$ cat src/rtl/div_pkg.sv
// rtl/div_pkg.sv - shared constants, state encoding and helpers for the iterative divider
package div_pkg;

    localparam int DIV_W     = 32;
    localparam int DIV_ITERS = 32;
    localparam int CNT_W     = $clog2(DIV_ITERS);

    typedef enum logic [1:0] {
        IDLE = 2'd0,
        CALC = 2'd1,
        DONE = 2'd2
    } div_state_e;

    // Two's-complement negate when neg is set, modulo 2^DIV_W.
    function automatic logic [DIV_W-1:0] cond_neg(input logic [DIV_W-1:0] v, input logic neg);
        return neg ? (~v + 1'b1) : v;
    endfunction

endpackage

$ cat src/rtl/div_iter_step.sv
// rtl/div_iter_step.sv - one combinational restoring shift-subtract step
module div_iter_step
    import div_pkg::*;
(
    input  logic [DIV_W-1:0] rem_i,
    input  logic [DIV_W-1:0] quo_i,
    input  logic [DIV_W-1:0] dsr_i,
    output logic [DIV_W-1:0] rem_o,
    output logic [DIV_W-1:0] quo_o
);

    logic [DIV_W:0] part;
    logic [DIV_W:0] diff;

    // No borrow out of the 33-bit subtract means the partial remainder >= divisor.
    always_comb begin
        part = {rem_i, quo_i[DIV_W-1]};
        diff = part - {1'b0, dsr_i};
        if (!diff[DIV_W]) begin
            rem_o = diff[DIV_W-1:0];
            quo_o = {quo_i[DIV_W-2:0], 1'b1};
        end else begin
            rem_o = part[DIV_W-1:0];
            quo_o = {quo_i[DIV_W-2:0], 1'b0};
        end
    end

endmodule

$ cat src/rtl/div_iter.sv
// rtl/div_iter.sv - iterative 32-bit radix-2 divider with dual operand stream inputs
module div_iter
    import div_pkg::*;
#(
    parameter bit SIGNED = 1'b1
) (
    input  logic                 clk,
    input  logic                 reset,
    input  logic [DIV_W-1:0]     s_axis_divisor_tdata,
    input  logic                 s_axis_divisor_tvalid,
    output logic                 s_axis_divisor_tready,
    input  logic [DIV_W-1:0]     s_axis_dividend_tdata,
    input  logic                 s_axis_dividend_tvalid,
    output logic                 s_axis_dividend_tready,
    output logic [2*DIV_W-1:0]   m_axis_dout_tdata,
    output logic                 m_axis_dout_tvalid
);

    div_state_e          state_q, state_d;
    logic [CNT_W-1:0]    cnt_q, cnt_d;
    logic                dsr_cap_q, dsr_cap_d;
    logic                dvd_cap_q, dvd_cap_d;
    logic [DIV_W-1:0]    rem_q, rem_d;
    logic [DIV_W-1:0]    quo_q, quo_d;
    logic [DIV_W-1:0]    dsr_q, dsr_d;
    logic                qneg_q, qneg_d;
    logic                rneg_q, rneg_d;
    logic [2*DIV_W-1:0]  dout_q, dout_d;
    logic                dout_vld_q, dout_vld_d;

    logic                dsr_rdy, dvd_rdy, dsr_hs, dvd_hs, pair;
    logic                dsr_sign, dvd_sign;
    logic [DIV_W-1:0]    dsr_raw, dvd_raw;
    logic [DIV_W-1:0]    step_rem, step_quo;

    div_iter_step u_step (
        .rem_i (rem_q),
        .quo_i (quo_q),
        .dsr_i (dsr_q),
        .rem_o (step_rem),
        .quo_o (step_quo)
    );

    assign dsr_rdy = (state_q == IDLE) && !dsr_cap_q;
    assign dvd_rdy = (state_q == IDLE) && !dvd_cap_q;
    assign dsr_hs  = s_axis_divisor_tvalid && dsr_rdy;
    assign dvd_hs  = s_axis_dividend_tvalid && dvd_rdy;

    // While waiting for its partner, a captured operand is parked raw in dsr_q / quo_q.
    assign dsr_raw  = dsr_hs ? s_axis_divisor_tdata : dsr_q;
    assign dvd_raw  = dvd_hs ? s_axis_dividend_tdata : quo_q;
    assign pair     = (dsr_cap_q || dsr_hs) && (dvd_cap_q || dvd_hs);
    assign dsr_sign = SIGNED && dsr_raw[DIV_W-1];
    assign dvd_sign = SIGNED && dvd_raw[DIV_W-1];

    always_comb begin
        state_d    = state_q;
        cnt_d      = cnt_q;
        dsr_cap_d  = dsr_cap_q;
        dvd_cap_d  = dvd_cap_q;
        rem_d      = rem_q;
        quo_d      = quo_q;
        dsr_d      = dsr_q;
        qneg_d     = qneg_q;
        rneg_d     = rneg_q;
        dout_d     = dout_q;
        dout_vld_d = 1'b0;
        case (state_q)
            IDLE: begin
                if (dsr_hs) begin
                    dsr_cap_d = 1'b1;
                    dsr_d     = dsr_raw;
                end
                if (dvd_hs) begin
                    dvd_cap_d = 1'b1;
                    quo_d     = dvd_raw;
                end
                if (pair) begin
                    state_d = CALC;
                    cnt_d   = '0;
                    rem_d   = '0;
                    quo_d   = cond_neg(dvd_raw, dvd_sign);
                    dsr_d   = cond_neg(dsr_raw, dsr_sign);
                    qneg_d  = dvd_sign ^ dsr_sign;
                    rneg_d  = dvd_sign;
                end
            end
            CALC: begin
                rem_d = step_rem;
                quo_d = step_quo;
                cnt_d = cnt_q + 1'b1;
                if (cnt_q == CNT_W'(DIV_ITERS - 1)) begin
                    state_d = DONE;
                end
            end
            DONE: begin
                dout_d     = {cond_neg(quo_q, qneg_q), cond_neg(rem_q, rneg_q)};
                dout_vld_d = 1'b1;
                dsr_cap_d  = 1'b0;
                dvd_cap_d  = 1'b0;
                state_d    = IDLE;
            end
            default: state_d = IDLE;
        endcase
    end

    always_ff @(posedge clk or posedge reset) begin
        if (reset) begin
            state_q    <= IDLE;
            cnt_q      <= '0;
            dsr_cap_q  <= 1'b0;
            dvd_cap_q  <= 1'b0;
            rem_q      <= '0;
            quo_q      <= '0;
            dsr_q      <= '0;
            qneg_q     <= 1'b0;
            rneg_q     <= 1'b0;
            dout_q     <= '0;
            dout_vld_q <= 1'b0;
        end else begin
            state_q    <= state_d;
            cnt_q      <= cnt_d;
            dsr_cap_q  <= dsr_cap_d;
            dvd_cap_q  <= dvd_cap_d;
            rem_q      <= rem_d;
            quo_q      <= quo_d;
            dsr_q      <= dsr_d;
            qneg_q     <= qneg_d;
            rneg_q     <= rneg_d;
            dout_q     <= dout_d;
            dout_vld_q <= dout_vld_d;
        end
    end

    assign s_axis_divisor_tready  = dsr_rdy;
    assign s_axis_dividend_tready = dvd_rdy;
    assign m_axis_dout_tdata      = dout_q;
    assign m_axis_dout_tvalid     = dout_vld_q;

endmodule

$ cat config.mk
export PLATFORM = sky130hd
export DESIGN_NAME = div_iter
export DESIGN_NICKNAME = d
export VERILOG_FILES = /design/src/rtl/div_pkg.sv /design/src/rtl/div_iter_step.sv /design/src/rtl/div_iter.sv
export SDC_FILE = /design/constraint.sdc
export NUM_CORES = 1
export LEC_CHECK = 0
export ABC_AREA = 0
export ABC_CLOCK_PERIOD_IN_PS = 5500
export BUFFER_PORTS_ARGS = -buffer_cell sky130_fd_sc_hd__buf_2
export CAP_MARGIN = 20
export CORE_ASPECT_RATIO = 0.6
export CORE_MARGIN = 10
export CORE_UTILIZATION = 35
export CTS_CLUSTER_SIZE = 24
export DETAILED_ROUTE_END_ITERATION = 6
export HOLD_SLACK_MARGIN = 0.08
export PLACE_DENSITY = 0.51
export SLEW_MARGIN = 40
export SYNTH_ARGS = -nofsm -noshare
export SYNTH_HDL_FRONTEND = slang
export SYNTH_HIERARCHICAL = 1
export SYNTH_SLANG_ARGS = --single-unit
$ cat constraint.sdc
create_clock -name clk -period 5.5 [get_ports clk]
set_input_delay 0.825 -clock clk [delete_from_list [all_inputs] [get_ports clk]]
set_output_delay 0.825 -clock clk [all_outputs]
set_load 0.02 [all_outputs]
* Word-level counts from Yosys, hierarchy flattened
Index checks and enable logic that the tools add are counted.
Widths: inputs -> output; s select.
** Cells by class
- Bitwise gates (word level) :: 5
- Add/subtract/negate cells :: 6
- Reductions and logical operators :: 20
- Equality and inequality tests :: 8
- Mux-type cells :: 25
** Operator list (count)
- $mux 32 :: 12
- $add 32x1->32 const B :: 4
- $not 32->32 :: 4
- $pmux 32 s2 :: 2
- $sub 33x32->33 :: 1
- $reduce_and 2->1 :: 7
- $pmux 5 s2 :: 1
- $ne 2x2->1 const B :: 4
- $reduce_bool 2->1 :: 3
- $add 5x1->5 const B :: 1
- $eq 5x5->1 const B :: 1
- $logic_and 1x1->1 :: 5
- $mux 5 :: 1
- $mux 1 :: 4
- $mux 2 :: 2
- $pmux 1 s2 :: 2
- $pmux 2 s2 :: 1
- $ne 3x3->1 const B :: 1
- $eq 2x1->1 const B :: 1
- $eq 2x2->1 const B :: 1
- $logic_not 1->1 :: 2
- $logic_not 2->1 :: 1
- $logic_or 1x1->1 :: 2
- $xor 1x1->1 :: 1
** Storage, ports and cells
- Logic and storage cells :: 75
- Bits in registers :: 172
- Output and inout port bits :: 67

* Depth between registers and ports, before layout
Gate-level depths: netlist of the first run.
- Word-level depth :: 9
- Gate-level depth with buffers :: 17
- Mapped depth without buffers :: 15

* Hierarchy
The synthesis of the first run kept the hierarchy.
** By module, submodules not included
- div_iter :: sequential area each 4304.1 µm², times used 1, area an instance 11019.3 µm², cells an instance 1275
- div_iter_step :: sequential area each 0.0 µm², times used 1, area an instance 2591.2 µm², cells an instance 336

* Worst setup path before layout of the first run
Ideal clock, no wire load.
- Path type :: in2reg
- Start point :: input s_axis_divisor_tvalid
- End point :: register dsr_q[30]
- Setup time :: 77 ps
- Path buffers :: 1
- Cell stages on the path :: 10
- Data arrival time :: 3580 ps
- Path slack :: 1843 ps
- Required time :: 5423 ps
- Cell sequence :: nor4b_4 -> buf_2 -> mux2i_1 -> ha_1 -> nor3b_1 -> nand3_1 -> a22oi_4 -> nand2_4 -> or4_1 -> a21oi_1
** Between the ends
- Cells in the longest elaborated chain, start to end :: 6
- Elaborated cells on any way between the ends :: 11
- Those cells by class :: add/sub (1); mux (4); bitwise (1); reduce/logical (5)
** RTL lines
- start: declaration :: line div_iter.sv:10 : input logic s_axis_divisor_tvalid,
- $logic_and 1x1->1 * :: line div_iter.sv:46 : assign dsr_hs = s_axis_divisor_tvalid && dsr_rdy;
- $mux 32 :: line div_iter.sv:50 : assign dsr_raw = dsr_hs ? s_axis_divisor_tdata : dsr_q;
- $not 32->32 :: line div_pkg.sv:16 : return neg ? (~v + 1'b1) : v;
- $add 32x1->32 :: line div_pkg.sv:16
- $mux 32 :: line div_pkg.sv:16
- $mux 32 :: line div_iter.sv:78 : if (pair) begin
- end signal: assignment :: line div_iter.sv:127 : dsr_q <= dsr_d;
- end: declaration :: line div_iter.sv:25 : logic [DIV_W-1:0] dsr_q, dsr_d;
Every way passes the cells marked *; elsewhere a longest branch is shown, timed or not. The select of a mux whose other input is x is not followed.
A chain may end at the register's enable or synchronous reset.

* Final worst setup path of the first run
- Start point :: register state_q[1]
- End point :: register dsr_q[30]
** Between the ends
- Cells in the longest elaborated chain, start to end :: 8
- Elaborated cells on any way between the ends :: 16
- Those cells by class :: add/sub (1); mux (4); bitwise (1); reduce/logical (10)
** RTL lines
- start: declaration :: line div_iter.sv:19 : div_state_e state_q, state_d;
- start signal: assignment :: line div_iter.sv:121 : state_q <= state_d;
- $logic_not 2->1 * :: line div_iter.sv:44, div_iter.sv:45, div_iter.sv:68
- $logic_and 1x1->1 :: line div_iter.sv:44 : assign dsr_rdy = (state_q == IDLE) && !dsr_cap_q;
- $logic_and 1x1->1 :: line div_iter.sv:46
- $mux 32 :: line div_iter.sv:50
- $not 32->32 :: line div_pkg.sv:16
- $add 32x1->32 :: line div_pkg.sv:16
- $mux 32 :: line div_pkg.sv:16
- $mux 32 :: line div_iter.sv:78
Marked as above.

==> reports/summary.json, run 1 <==
{
  "outcome": {
    "outcome": "complete, no violations"
  },
  "sta": {
    "worstMarginPinSlew_ns": 0.7577,
    "min_period_ns": 3.776,
    "timing.max_slew.rel_slack_pct": 49.02,
    "post_route_worst_setup_slack_ns": 1.724,
    "timing.hold.ws_ns": 0.4741,
    "timing.final.setup_violations": 0,
    "finalHoldViolations": 0,
    "setup_tns_ns": 0,
    "maxSlewViolCount": 0,
    "timing.fmax_mhz": 264.8,
    "rsz0062_at_grt": "false",
    "clock_skew_ns": 0.01174,
    "finalCritPeriodShare_pct": 68.66
  },
  "global_route": {
    "antenna_found_initial": 1,
    "vias_in_the_first_global_route": 11360,
    "globalRouteTotalUtil_pct": 18.71,
    "grt_pass1_wl_um": 70570,
    "globalRouteOverflowTotal": 0,
    "grt_start_max_net_pins": 90
  },
  "logic_synthesis": {
    "post_synthesis_compound_gate_area_fraction_pct": 21.16,
    "postSynthNetCount": 1718,
    "ys_dominant_reg_cell": "sky130_fd_sc_hd__dfrtp_1",
    "post_synth_fa_ha_maj_area_fraction_pct": 3.640,
    "ys.warnings.count": 6,
    "synthTopCellsByArea": "sky130_fd_sc_hd__dfrtp_1, sky130_fd_sc_hd__xor2_1, sky130_fd_sc_hd__o21ai_0, sky130_fd_sc_hd__nand2_1, sky130_fd_sc_hd__mux2i_1",
    "post_synth_inst_count": 1611,
    "mappedNetlistArea_mm2": 0.01361,
    "synthesis.area_per_instance_um2": 8.449,
    "synth_area_in_xor_xnor_pct": 10.55,
    "yosys.area_share.simple_pct": 18.50,
    "synth_largest_area_cell": "sky130_fd_sc_hd__dfrtp_1",
    "share_of_synthesized_area_spent_on_multiplexers_pct": 7.529,
    "synth_largest_type_area_fraction_pct": 31.62,
    "main_combinational_cell_family_by_area_after_synthesis": "compound AO/OA/AOI/OAI gates",
    "synth_edf_count": 0,
    "post_synth_num_cell_types": 105,
    "flip_flop_and_latch_count_after_synthesis": 172,
    "synth_sequential_area_ratio_pct": 31.62,
    "synth-async-reset-ratio_pct": 100.0
  },
  "critical_path": {
    "worst_path_max_delay_cell": "sky130_fd_sc_hd__dfrtp_1",
    "data_arrival_time_at_the_worst_slack_endpoint_ns": 4.16,
    "worstReg2RegStart": "state_q[1]",
    "reg2regPathDepth": 9,
    "critical_path_peak_fanout": 14,
    "crit_path_start": "state_q[1]",
    "worst-setup-path-type": "flip-flop to flip-flop",
    "worstSetupEndpointType": "flip-flop",
    "crit_path_max_incr_delay_ns": 0.60,
    "required_ns": 5.89,
    "critPathBufInv": 0,
    "critical_path.cell_chain": "nor4b_4, mux2i_1, ha_1, nor3b_1, nand3_1, a22oi_4, nand2_4, or4_1, a21oi_1",
    "reg2reg_setup_slack_ns": 1.72,
    "critPathTopFamily": "simple AND/OR/NAND/NOR gates",
    "crit-reg2reg-capture": "dsr_q[30]",
    "setup.worst_path.start_class": "flip-flop"
  },
  "layout": {
    "syn2layout_area_growth_pct": 10.09,
    "fillCellCount": 3931,
    "final_common_cell": "sky130_fd_sc_hd__nand2_1",
    "final-instance-count-excl-fill": 2171,
    "nNetsFinal": 1751,
    "most_used_cells_in_the_layout_excluding_fill_and_tap_cells": "sky130_fd_sc_hd__nand2_1, sky130_fd_sc_hd__dfrtp_1, sky130_fd_sc_hd__o21ai_0",
    "drive_gt1_share_pct": 16.23
  },
  "floorplan": {
    "die_w_um": 274.6,
    "num_io_pins": 135,
    "initial_core_util_pct": 35.77,
    "core_region_area_mm2": 0.03806,
    "dieArea_mm2": 0.04743,
    "die-height_um": 172.8,
    "fp-row-count": 55
  },
  "clock_tree": {
    "post_cts.resized_instances": 0,
    "cts-root-to-sink-buffers": 2,
    "tritoncts": "built",
    "postCtsSetupBuffers": 0,
    "cts.hold.buffers_added": 0,
    "clkSinkCount": 172,
    "tritoncts.num_buffers": 17,
    "root_driver": "sky130_fd_sc_hd__clkbuf_16",
    "cts_max_level": 4,
    "clk-insertion-delay-late_ns": 0.46,
    "clkTransAtPathRegs_ns": 0.07
  },
  "power_and_ir_drop": {
    "finalPower_w": 0.01043,
    "p_seq_share_pct": 26.6,
    "clockPowerShare_pct": 11.9,
    "p_per_area_mw_per_mm2": 696.1,
    "peakVddDrop_mv": 0.3534,
    "power.net_switching_w": 0.005274,
    "cell_internal_pwr_w": 0.005157,
    "combPwrFrac_pct": 61.6,
    "netSwitchingFraction_pct": 50.56,
    "power.leakage_nw": 6.558
  },
  "routing": {
    "finalWirelength_um": 44970,
    "post_route_drc_violation_count": 0,
    "viasPerCell": 5.643,
    "drt_first_pass_iters": 5,
    "drt-initial-drc-count": 1184,
    "antenna_left": 0,
    "routed_wire_length_per_instance_um": 20.72,
    "dr_total_vias": 12250
  },
  "hold_path": {
    "worstHoldEndpoint": "m_axis_dout_tdata[27]",
    "hold_start": "m_axis_dout_tdata[27]",
    "min_path_type": "flip-flop to flip-flop",
    "min_delay_path_depth": 2
  },
  "flow_run": {
    "drv_cap": 0
  },
  "placed_design": {
    "pre_cts_ws_ns": 1.578,
    "post-dp-hpwl_um": 34260,
    "place_inst": 2138,
    "io_buffer_count": 134,
    "gp_congestion": 0.9640
  }
}
## cell families after synthesis
kind of cell	after synthesis
AND/OR/NAND/NOR	512
AO/OA/AOI/OAI	453
buffers and inverters	182
flip-flops	172
XOR/XNOR	164
multiplexers	89
adder cells (fa/ha/maj)	39
## power by group through the flow
stage,Sequential (W),Clock [W],Combinational [W]
global placement,0.00273,0,0.00625
CTS,0.00272,0.00127,0.00633
finish,0.00277,0.00124,0.00642
detailed placement,0.00275,0,0.00630
global route,0.00285,0.00132,0.00709
floorplan,0.00229,0,0.00538
## metrics by stage
stage / util (%) / area, um^2
after floorplan: - / 13610
after global placement: 37.58 / 14300
after detailed placement: 37.79 / 14380
after CTS: 39.32 / 14960
after global routing: 39.38 / 14980
final: 39.38 / 14980
## synthesized netlist by cell type, types with 22 or more instances
cell and count:
sky130_fd_sc_hd__ha_1 38, sky130_fd_sc_hd__clkbuf_1 64, sky130_fd_sc_hd__o21ai_1 26, sky130_fd_sc_hd__a22oi_1 22, sky130_fd_sc_hd__nand2_1 202, sky130_fd_sc_hd__mux2i_1 57, sky130_fd_sc_hd__nand3_1 41, sky130_fd_sc_hd__nor3_1 31
sky130_fd_sc_hd__buf_4 40, sky130_fd_sc_hd__nor4_1 23, sky130_fd_sc_hd__dfrtp_1 172, sky130_fd_sc_hd__inv_1 46, sky130_fd_sc_hd__nor2_1 94, sky130_fd_sc_hd__o21ai_0 155, sky130_fd_sc_hd__xnor2_1 62, sky130_fd_sc_hd__xor2_1 102
sky130_fd_sc_hd__o31ai_1 31, sky130_fd_sc_hd__a21oi_1 72
## layout make-up
type	count	area, um^2	area share (%)
diodes	1	2.502	0.01670
clock buffers	18	439.2	2.931
clock inverters	14	142.6	0.9519
inverters	47	188.9	1.261
multi-input cells	1257	8427	56.24
flip-flops and latches	172	4307	28.74
well taps	513	641.9	4.284
repair buffers	149	835.8	5.578
## worst max path at each step
stage | slack, ns | endpoint | depth (start not counted)
after CTS | 1.74 | rem_q[23] | 15
after detailed placement | 1.58 | dsr_q[30] | 10
after floorplan | 0.01 | cnt_q[0] | 1
after global placement | 1.78 | dsr_q[30] | 10
final | 1.72 | dsr_q[30] | 9
after global routing | 1.36 | dsr_q[30] | 9
## worst min-delay path: stages (launching register included)
cell,delay (ns)
sky130_fd_sc_hd__dfrtp_1,0.34
sky130_fd_sc_hd__nand2_1,0.04
sky130_fd_sc_hd__o21ai_0,0.06
## routing by layer
layer / part of all wire (%) / GRT usage, %
met5: 0 / 0
met4: 0.85 / 3.788
met3: 9.3 / 4.808
met2: 36 / 21.85
met1: 54 / 31.58
## state kept, by name, indices dropped and copies added, names as in the netlist
name and flops:
state_q 2, qneg_q 1, dsr_q 32, cnt_q 5
dsr_cap_q 1, rneg_q 1, m_axis_dout_tdata 64, dvd_cap_q 1
m_axis_dout_tvalid 1, rem_q 32, quo_q 32
(Power assumes the default switching activity.)
==> inputs of run 2 (changes only) <==
ABC_CLOCK_PERIOD_IN_PS = 3870   (was 5500)
PLACE_DENSITY = 0.49   (was 0.51)
clock period = 3.87 ns   (was 5.5 ns; I/O delays follow)
==> run 2 against run 1 <==
- combinational power rose by 54%
- highest routed layer is now met5
- non-clock buffer count up 52
- global-route usage rose by 0.72 points
- count of clock-buffer cells in the layout is the same
- core utilization grew 0.98 points
- largest cell class unchanged
- hold slack got worse by 0.31 ns
- final cell count rose by 2.4%
- clock skew up 0.0015 ns
- via count up 1.6%
- worst setup slack worse by 1.5 ns
- final area rose by 2.5%
==> reports/summary.json, run 2 (same netlist as run 1, synthesis figures left out) <==
{
  "critical_path": {
    "worst_path_max_delay_cell": "sky130_fd_sc_hd__dfrtp_1",
    "critical_path.cell_chain": "ha_1, fa_1, and2b_1, o2111ai_2, a21oi_2, o2111ai_1, a211oi_2, nor2_4, mux2i_4, and2_4, inv_8, mux2_2, nand2_1, o21ai_0",
    "crit_path_max_incr_delay": {"value": 0.42, "unit": "ns", "change": "-0.18 ns"},
    "worstSetupEndpointType": "flip-flop",
    "worst-setup-path-type": "flip-flop to flip-flop",
    "setup.worst_path.start_class": "flip-flop",
    "data_arrival_time_at_the_worst_slack_endpoint": {"value": 3.94, "unit": "ns", "change": "-0.22 ns"},
    "reg2reg_setup_slack": {"value": 0.25, "unit": "ns", "change": "-1.47 ns"},
    "critical_path_peak_fanout": {"value": 24, "change": "+10"},
    "required": {"value": 4.19, "unit": "ns", "change": "-1.70 ns"}
  },
  "routing": {
    "antenna_left": {"value": 0, "change": "unchanged"},
    "finalWirelength": {"value": 46890, "unit": "um", "change": "+4.3%"},
    "routed_wire_length_per_instance": {"value": 21.09, "unit": "um", "change": "+1.8%"},
    "dr_total_vias": {"value": 12450, "change": "+1.6%"},
    "drt-initial-drc-count": {"value": 1323, "change": "+12%"},
    "viasPerCell": {"value": 5.601, "change": "-0.75%"},
    "post_route_drc_violation_count": {"value": 0, "change": "unchanged"},
    "drt_first_pass_iters": {"value": 5, "change": "unchanged"}
  },
  "clock_tree": {
    "clk-insertion-delay-late": {"value": 0.46, "unit": "ns", "change": "about the same"},
    "cts.hold.buffers_added": {"value": 0, "change": "unchanged"},
    "tritoncts": "built",
    "cts-root-to-sink-buffers": {"value": 2, "change": "unchanged"},
    "clkTransAtPathRegs": {"value": 0.08, "unit": "ns", "change": "about the same"},
    "root_driver": "sky130_fd_sc_hd__clkbuf_16",
    "tritoncts.num_buffers": {"value": 17, "change": "unchanged"},
    "clkSinkCount": {"value": 172, "change": "unchanged"},
    "cts_max_level": {"value": 4, "change": "unchanged"}
  },
  "layout": {
    "max_reg_flops": {"value": 64, "change": "unchanged"},
    "syn2layout_area_growth_pct": 12.83,
    "stdcell_area": {"value": 0.01536, "unit": "mm^2", "change": "+2.5%"},
    "most_used_cells_in_the_layout_excluding_fill_and_tap_cells": "sky130_fd_sc_hd__nand2_1, sky130_fd_sc_hd__dfrtp_1, sky130_fd_sc_hd__o21ai_0",
    "nNetsFinal": {"value": 1803, "change": "+3.0%"},
    "final_common_cell": "sky130_fd_sc_hd__nand2_1",
    "drive_gt1_share": {"value": 18.31, "unit": "%", "change": "+2.1 points"},
    "final-instance-count-excl-fill": {"value": 2223, "change": "+2.4%"}
  },
  "global_route": {
    "vias_in_the_first_global_route": {"value": 11610, "change": "+2.2%"},
    "grt_pass1_wl": {"value": 72560, "unit": "um", "change": "+2.8%"},
    "antenna_found_initial": {"value": 1, "change": "unchanged"},
    "globalRouteOverflowTotal": {"value": 0, "change": "unchanged"},
    "grt_start_max_net_pins": {"value": 66, "change": "-27%"},
    "globalRouteTotalUtil": {"value": 19.43, "unit": "%", "change": "+0.72 points"}
  },
  "power_and_ir_drop": {
    "peakVddDrop": {"value": 0.3778, "unit": "mV", "change": "+6.9%"},
    "p_per_area": {"value": 992.2, "unit": "mW/mm^2", "change": "+43%"},
    "power.leakage": {"value": 6.814, "unit": "nW", "change": "+3.9%"},
    "finalPower": {"value": 0.01524, "unit": "W", "change": "+46%"}
  },
  "sta": {
    "timing.fmax": {"value": 276.2, "unit": "MHz", "change": "+4.3%"},
    "timing.final.setup_violations": {"value": 0, "change": "unchanged"},
    "rsz0062_at_grt": "false",
    "setup_tns": {"value": 0, "unit": "ns", "change": "unchanged"},
    "min_period": {"value": 3.621, "unit": "ns", "change": "-0.1554 ns"},
    "finalHoldViolations": {"value": 0, "change": "unchanged"},
    "clock_skew": {"value": 0.01328, "unit": "ns", "change": "+0.001544 ns"},
    "timing.max_slew.rel_slack": {"value": 47.09, "unit": "%", "change": "-1.9 points"},
    "maxSlewViolCount": {"value": 0, "change": "unchanged"},
    "finalCritPeriodShare": {"value": 93.56, "unit": "%", "change": "+25 points"},
    "worstMarginPinSlew": {"value": 0.7863, "unit": "ns", "change": "+0.02864 ns"}
  },
  "outcome": {
    "outcome": "complete, no violations"
  },
  "hold_path": {
    "min_path_type": "input port to asynchronous set/reset pin"
  },
  "placed_design": {
    "gp_congestion": {"value": 0.9599, "change": "-0.43%"},
    "post-dp-hpwl": {"value": 36120, "unit": "um", "change": "+5.4%"},
    "place_inst": {"value": 2187, "change": "+2.3%"},
    "total_cell_area_at_the_placement_stage": {"value": 0.01474, "unit": "mm^2", "change": "+2.5%"},
    "io_buffer_count": {"value": 134, "change": "unchanged"}
  },
  "floorplan": {
    "dieArea": {"value": 0.04743, "unit": "mm^2", "change": "unchanged"},
    "die_w": {"value": 274.6, "unit": "um", "change": "unchanged"},
    "die-height": {"value": 172.8, "unit": "um", "change": "unchanged"},
    "initial_core_util": {"value": 35.77, "unit": "%", "change": "unchanged"},
    "fp-row-count": {"value": 55, "change": "unchanged"},
    "num_io_pins": {"value": 135, "change": "unchanged"},
    "core_region_area": {"value": 0.03806, "unit": "mm^2", "change": "unchanged"}
  },
  "flow_run": {
    "drv_cap": {"value": 0, "change": "unchanged"}
  }
}
[run 2: routing by layer]
layer  share of wire (%)  routed length, um  vias to the layer above  track usage (%)
met5                0.16                 75                        -            1.472
li1                    -                  -                     5959                -
met4                 1.1                531                        2            3.857
met1                  53              25010                     5954            32.83
met2                  36              16680                      502            22.44
met3                 9.8               4593                       34            5.098
[run 2: worst max-delay path: cells and delay by family, from the launching register on]
| kind | cells | cell delay, ns |
|---|---|---|
| AND/OR/NAND/NOR | 4 | 0.62 |
| multiplexers | 2 | 0.60 |
| AO/OA/AOI/OAI | 5 | 0.99 |
| flip-flops | 1 | 0.42 |
| adder cells (fa/ha/maj) | 2 | 0.62 |
| buffers and inverters | 1 | 0.20 |
[run 2: metrics by stage]
stage	utilization [%]	setup slack, ns	hold slack (ns)
6_report	40.36	0.2492	0.1677
5_1_grt	40.36	0.05108	0.1821
4_1_cts	40.27	0.2367	0.1669
3_5_place_dp	38.74	0.2532	0.4654
3_3_place_gp	38.53	0.3021	0.4563
2_1_floorplan	-	0.4422	0.4892
[run 2: repair_timing]
action / CTS / global route
gates resized for setup: 0 / 0
setup buffers: 0 / 3
endpoints found under the setup margin: 0 / 3
[run 2: power by group]
group / total (W) / switching, W / internal (W) / leakage [nW]
registers: 0.00360 / 0.00110 / 0.00250 / 2.15
logic: 0.00988 / 0.00565 / 0.00423 / 4.38
clock network: 0.00175 / 0.000875 / 0.000879 / 0.285
total: 0.0152 / 0.00763 / 0.00761 / 6.81
[run 2: final timing paths]
path	startpoint	endpoint	depth (start not counted)
hold reg to reg	m_axis_dout_tdata[21]	m_axis_dout_tdata[21]	2
setup reg to reg	dsr_q[0]	rem_q[4]	14
max in group asynchronous	reset	dsr_q[27]	4
hold / removal	reset	m_axis_dout_tdata[59]	3
setup / recovery	dsr_q[0]	rem_q[4]	14
min in group clk	s_axis_divisor_tdata[20]	dsr_q[20]	3
[run 2: area by class of cell]
cell class | count | area, um^2
antenna | 1 | 2.502
clock inverter | 14 | 141.4
fill | 3946 | 22700
clock buffer | 18 | 439.2
timing repair buffer | 201 | 1239
multi-input combinational | 1257 | 8399
inverter | 47 | 187.7
tap | 513 | 641.9
sequential | 172 | 4307
==> inputs of run 3 (changes only) <==
ABC_AREA = 1   (was 0)
==> run 3 against run 2 <==
- register-to-register slack gained 0.30 ns
- clock skew grew 0.0081 ns
- final cell count grew 46%
- critical path type unchanged
- largest cell class unchanged
==> reports/summary.json, run 3 <==
{
  "global_route": {
    "antenna_found_initial": {"value": 0, "change": "-1"},
    "vias_in_the_first_global_route": {"value": 15010, "change": "+29%"},
    "grt_start_max_net_pins": {"value": 93, "change": "+41%"},
    "grt_pass1_wl": {"value": 97360, "unit": "um", "change": "+34%"},
    "globalRouteTotalUtil": {"value": 23.76, "unit": "%", "change": "+4.3 points"},
    "globalRouteOverflowTotal": {"value": 0, "change": "unchanged"}
  },
  "hold_path": {
    "min_path_type": "input port to asynchronous set/reset pin"
  },
  "floorplan": {
    "num_io_pins": {"value": 135, "change": "unchanged"},
    "die_w": {"value": 293.1, "unit": "um", "change": "+6.8%"},
    "dieArea": {"value": 0.05391, "unit": "mm^2", "change": "+14%"},
    "die-height": {"value": 183.9, "unit": "um", "change": "+6.4%"},
    "initial_core_util": {"value": 35.79, "unit": "%", "change": "about the same"},
    "fp-row-count": {"value": 59, "change": "+7.3%"},
    "core_region_area": {"value": 0.04378, "unit": "mm^2", "change": "+15%"}
  },
  "critical_path": {
    "crit_path_max_incr_delay": {"value": 0.54, "unit": "ns", "change": "+0.12 ns"},
    "setup.worst_path.start_class": "flip-flop",
    "worstSetupPathDepth": {"value": 15, "change": "+1"},
    "critical_path.cell_chain": "nor2_8, buf_4, nand4_1, nand2_1, nand2_1, inv_1, nand2_1, nor2_1, nand2_1, nand2_1, nand2_1, nand2_1, nand3_1, nand2_1, nand2_1",
    "crit_path_frequent_cell": "sky130_fd_sc_hd__nand2_1",
    "critical_path_peak_fanout": {"value": 57, "change": "+140%"},
    "data_arrival_time_at_the_worst_slack_endpoint": {"value": 3.67, "unit": "ns", "change": "-0.27 ns"},
    "critPathTopFamily": "simple AND/OR/NAND/NOR gates",
    "worstSetupEndpointType": "flip-flop",
    "critPathBufInv": {"value": 2, "change": "+1"},
    "worst-setup-path-type": "flip-flop to flip-flop",
    "worst_path_max_delay_cell": "sky130_fd_sc_hd__dfrtp_1",
    "reg2regPathDepth": {"value": 15, "change": "+1"},
    "required": {"value": 4.21, "unit": "ns", "change": "+0.02 ns"}
  },
  "clock_tree": {
    "cts_max_level": {"value": 4, "change": "unchanged"},
    "tritoncts.num_buffers": {"value": 17, "change": "unchanged"},
    "post_cts.resized_instances": {"value": 0, "change": "unchanged"},
    "cts-root-to-sink-buffers": {"value": 2, "change": "unchanged"},
    "postCtsSetupBuffers": {"value": 0, "change": "unchanged"},
    "cts.hold.buffers_added": {"value": 0, "change": "unchanged"},
    "clkTransAtPathRegs": {"value": 0.09, "unit": "ns", "change": "about the same"},
    "clkSinkCount": {"value": 172, "change": "unchanged"},
    "tritoncts": "built",
    "clk-insertion-delay-late": {"value": 0.47, "unit": "ns", "change": "about the same"},
    "root_driver": "sky130_fd_sc_hd__clkbuf_16"
  },
  "logic_synthesis": {
    "synthesis.area_per_instance": {"value": 6.021, "unit": "um^2", "change": "-29%"},
    "post_synth_inst_count": {"value": 2602, "change": "+62%"},
    "synth_largest_area_cell": "sky130_fd_sc_hd__dfrtp_1",
    "synth_edf_count": {"value": 0, "change": "unchanged"},
    "synth-async-reset-ratio": {"value": 100.0, "unit": "%", "change": "unchanged"},
    "flip_flop_and_latch_count_after_synthesis": {"value": 172, "change": "unchanged"},
    "synth_top_cells_by_count": "sky130_fd_sc_hd__nand2_1, sky130_fd_sc_hd__inv_1, sky130_fd_sc_hd__nor2_1",
    "synth_sequential_area_ratio": {"value": 27.47, "unit": "%", "change": "-4.2 points"},
    "mappedNetlistArea": {"value": 0.01567, "unit": "mm^2", "change": "+15%"},
    "ys.warnings.count": {"value": 6, "change": "unchanged"},
    "ys_dominant_reg_cell": "sky130_fd_sc_hd__dfrtp_1",
    "post_synth_num_cell_types": {"value": 46, "change": "-56%"},
    "post-synth-top-count-cell": "sky130_fd_sc_hd__nand2_1",
    "postSynthNetCount": {"value": 2709, "change": "+58%"},
    "synth_largest_type_area_fraction": {"value": 27.47, "unit": "%", "change": "-4.2 points"},
    "synthTopCellsByArea": "sky130_fd_sc_hd__dfrtp_1, sky130_fd_sc_hd__nand2_1, sky130_fd_sc_hd__inv_1, sky130_fd_sc_hd__nand3_1, sky130_fd_sc_hd__nor2_1"
  },
  "flow_run": {
    "drv_cap": {"value": 0, "change": "unchanged"}
  },
  "layout": {
    "most_used_cells_in_the_layout_excluding_fill_and_tap_cells": "sky130_fd_sc_hd__nand2_1, sky130_fd_sc_hd__inv_1, sky130_fd_sc_hd__nor2_1",
    "fillCellCount": {"value": 4819, "change": "+22%"},
    "nNetsFinal": {"value": 2762, "change": "+53%"},
    "syn2layout_area_growth_pct": 9.695,
    "final_common_cell": "sky130_fd_sc_hd__nand2_1",
    "antenna_cells": {"value": 0, "change": "-1"},
    "max_reg_flops": {"value": 64, "change": "unchanged"},
    "drive_gt1_share": {"value": 9.633, "unit": "%", "change": "-8.7 points"}
  },
  "sta": {
    "setup_tns": {"value": 0, "unit": "ns", "change": "unchanged"},
    "timing.max_slew.rel_slack": {"value": 46.17, "unit": "%", "change": "-0.92 points"},
    "timing.final.setup_violations": {"value": 0, "change": "unchanged"},
    "maxSlewViolCount": {"value": 0, "change": "unchanged"},
    "finalCritPeriodShare": {"value": 85.86, "unit": "%", "change": "-7.7 points"},
    "worstMarginPinSlew": {"value": 0.8062, "unit": "ns", "change": "+0.01990 ns"},
    "finalHoldViolations": {"value": 0, "change": "unchanged"},
    "timing.fmax": {"value": 301.0, "unit": "MHz", "change": "+9.0%"},
    "post_route_worst_setup_slack": {"value": 0.5473, "unit": "ns", "change": "+0.2982 ns"},
    "rsz0062_at_grt": "false",
    "clock_skew": {"value": 0.02137, "unit": "ns", "change": "+0.008089 ns"},
    "min_period": {"value": 3.323, "unit": "ns", "change": "-0.2982 ns"}
  },
  "placed_design": {
    "post-dp-hpwl": {"value": 51830, "unit": "um", "change": "+43%"},
    "gp_congestion": {"value": 0.9559, "change": "-0.42%"},
    "io_buffer_count": {"value": 134, "change": "unchanged"},
    "pre_cts_ws": {"value": 0.6591, "unit": "ns", "change": "+0.4058 ns"}
  },
  "outcome": {
    "outcome": "complete, no violations"
  },
  "routing": {
    "drt_first_pass_iters": {"value": 6, "change": "+1"},
    "drt-initial-drc-count": {"value": 2067, "change": "+56%"},
    "routed_wire_length_per_instance": {"value": 20.15, "unit": "um", "change": "-4.5%"},
    "viasPerCell": {"value": 5.128, "change": "-8.4%"},
    "antenna_left": {"value": 0, "change": "unchanged"},
    "post_route_drc_violation_count": {"value": 0, "change": "unchanged"},
    "finalWirelength": {"value": 65440, "unit": "um", "change": "+40%"},
    "dr_total_vias": {"value": 16650, "change": "+34%"}
  },
  "power_and_ir_drop": {
    "peakVddDrop": {"value": 0.3829, "unit": "mV", "change": "+1.3%"},
    "power.leakage": {"value": 9.492, "unit": "nW", "change": "+39%"},
    "p_per_area": {"value": 982.6, "unit": "mW/mm^2", "change": "-0.96%"}
  }
}
run 3: logic make-up (layout without fill, tap and decap cells):
logic type | Yosys count | count (layout) | share of synthesized area, %
AND/OR/NAND/NOR | 1542 | 1542 | 41.79
buffers and inverters | 517 | 583 | 14.32
AO/OA/AOI/OAI | 262 | 262 | 9.344
flip-flops | 172 | 172 | 27.47
XOR/XNOR | 70 | 70 | 3.913
adder cells (fa/ha/maj) | 39 | 39 | 3.162
run 3: report_power, final:
part	total [W]	leakage, nW	internal [W]	switching (W)
registers	0.00340	2.06	0.00237	0.00103
logic	0.0115	7.13	0.00348	0.00807
clock network	0.00194	0.306	0.000956	0.000986
total	0.0169	9.49	0.00680	0.0101
run 3: final cells by class:
cell class,count,area [um^2],area share [%]
Multi-Input combinational cell,1913,9135,53.15
Clock inverter,15,214.0,1.245
Timing Repair Buffer,168,942.2,5.482
Clock buffer,17,425.4,2.475
Sequential cell,172,4304,25.04
Inverter,383,1441,8.387
Tap cell,579,724.4,4.215
run 3: path summary, 6_finish.rpt:
path	from	end	slack, ns
worst max-delay path	state_q[0]	quo_q[28]	0.55
worst min-delay path	reset	m_axis_dout_tdata[16]	0.15
worst max register to register	state_q[0]	quo_q[28]	0.55
worst min register to register	m_axis_dout_tdata[59]	m_axis_dout_tdata[59]	0.48
max in group asynchronous	reset	dsr_q[7]	2.79
min in group clk	s_axis_divisor_tdata[0]	dsr_q[0]	0.40
run 3: worst register-to-register path, cell delays in order, from the launching register on:
cell	delay, ns
sky130_fd_sc_hd__dfrtp_1	0.54
sky130_fd_sc_hd__nor2_8	0.26
sky130_fd_sc_hd__buf_4	0.53
sky130_fd_sc_hd__nand4_1	0.45
sky130_fd_sc_hd__nand2_1	0.35
sky130_fd_sc_hd__nand2_1	0.12
sky130_fd_sc_hd__inv_1	0.08
sky130_fd_sc_hd__nand2_1	0.07
sky130_fd_sc_hd__nor2_1	0.19
sky130_fd_sc_hd__nand2_1	0.08
sky130_fd_sc_hd__nand2_1	0.09
sky130_fd_sc_hd__nand2_1	0.06
sky130_fd_sc_hd__nand2_1	0.05
sky130_fd_sc_hd__nand3_1	0.16
sky130_fd_sc_hd__nand2_1	0.12
sky130_fd_sc_hd__nand2_1	0.06
run 3: metrics by stage:
step / util [%] / instances / hold slack, ns / power (W) / cell area (um^2)
2_1_floorplan: - / 2602 / 0.4632 / 0.01139 / 15670
3_3_place_gp: 37.79 / 3215 / 0.4588 / 0.01455 / 16540
3_5_place_dp: 37.79 / 3215 / 0.4701 / 0.01458 / 16540
4_1_cts: 39.25 / 3247 / 0.1589 / 0.01658 / 17180
5_1_grt: 39.26 / 3247 / 0.1836 / 0.01844 / 17190
6_report: 39.26 / 3247 / 0.1529 / 0.01689 / 17190
run 3: routing by layer:
metal,share of wire [%],global-route usage (%)
met1,56,40.20
met2,33,26.98
met3,11,7.947
met4,0.32,2.323
met5,0,0
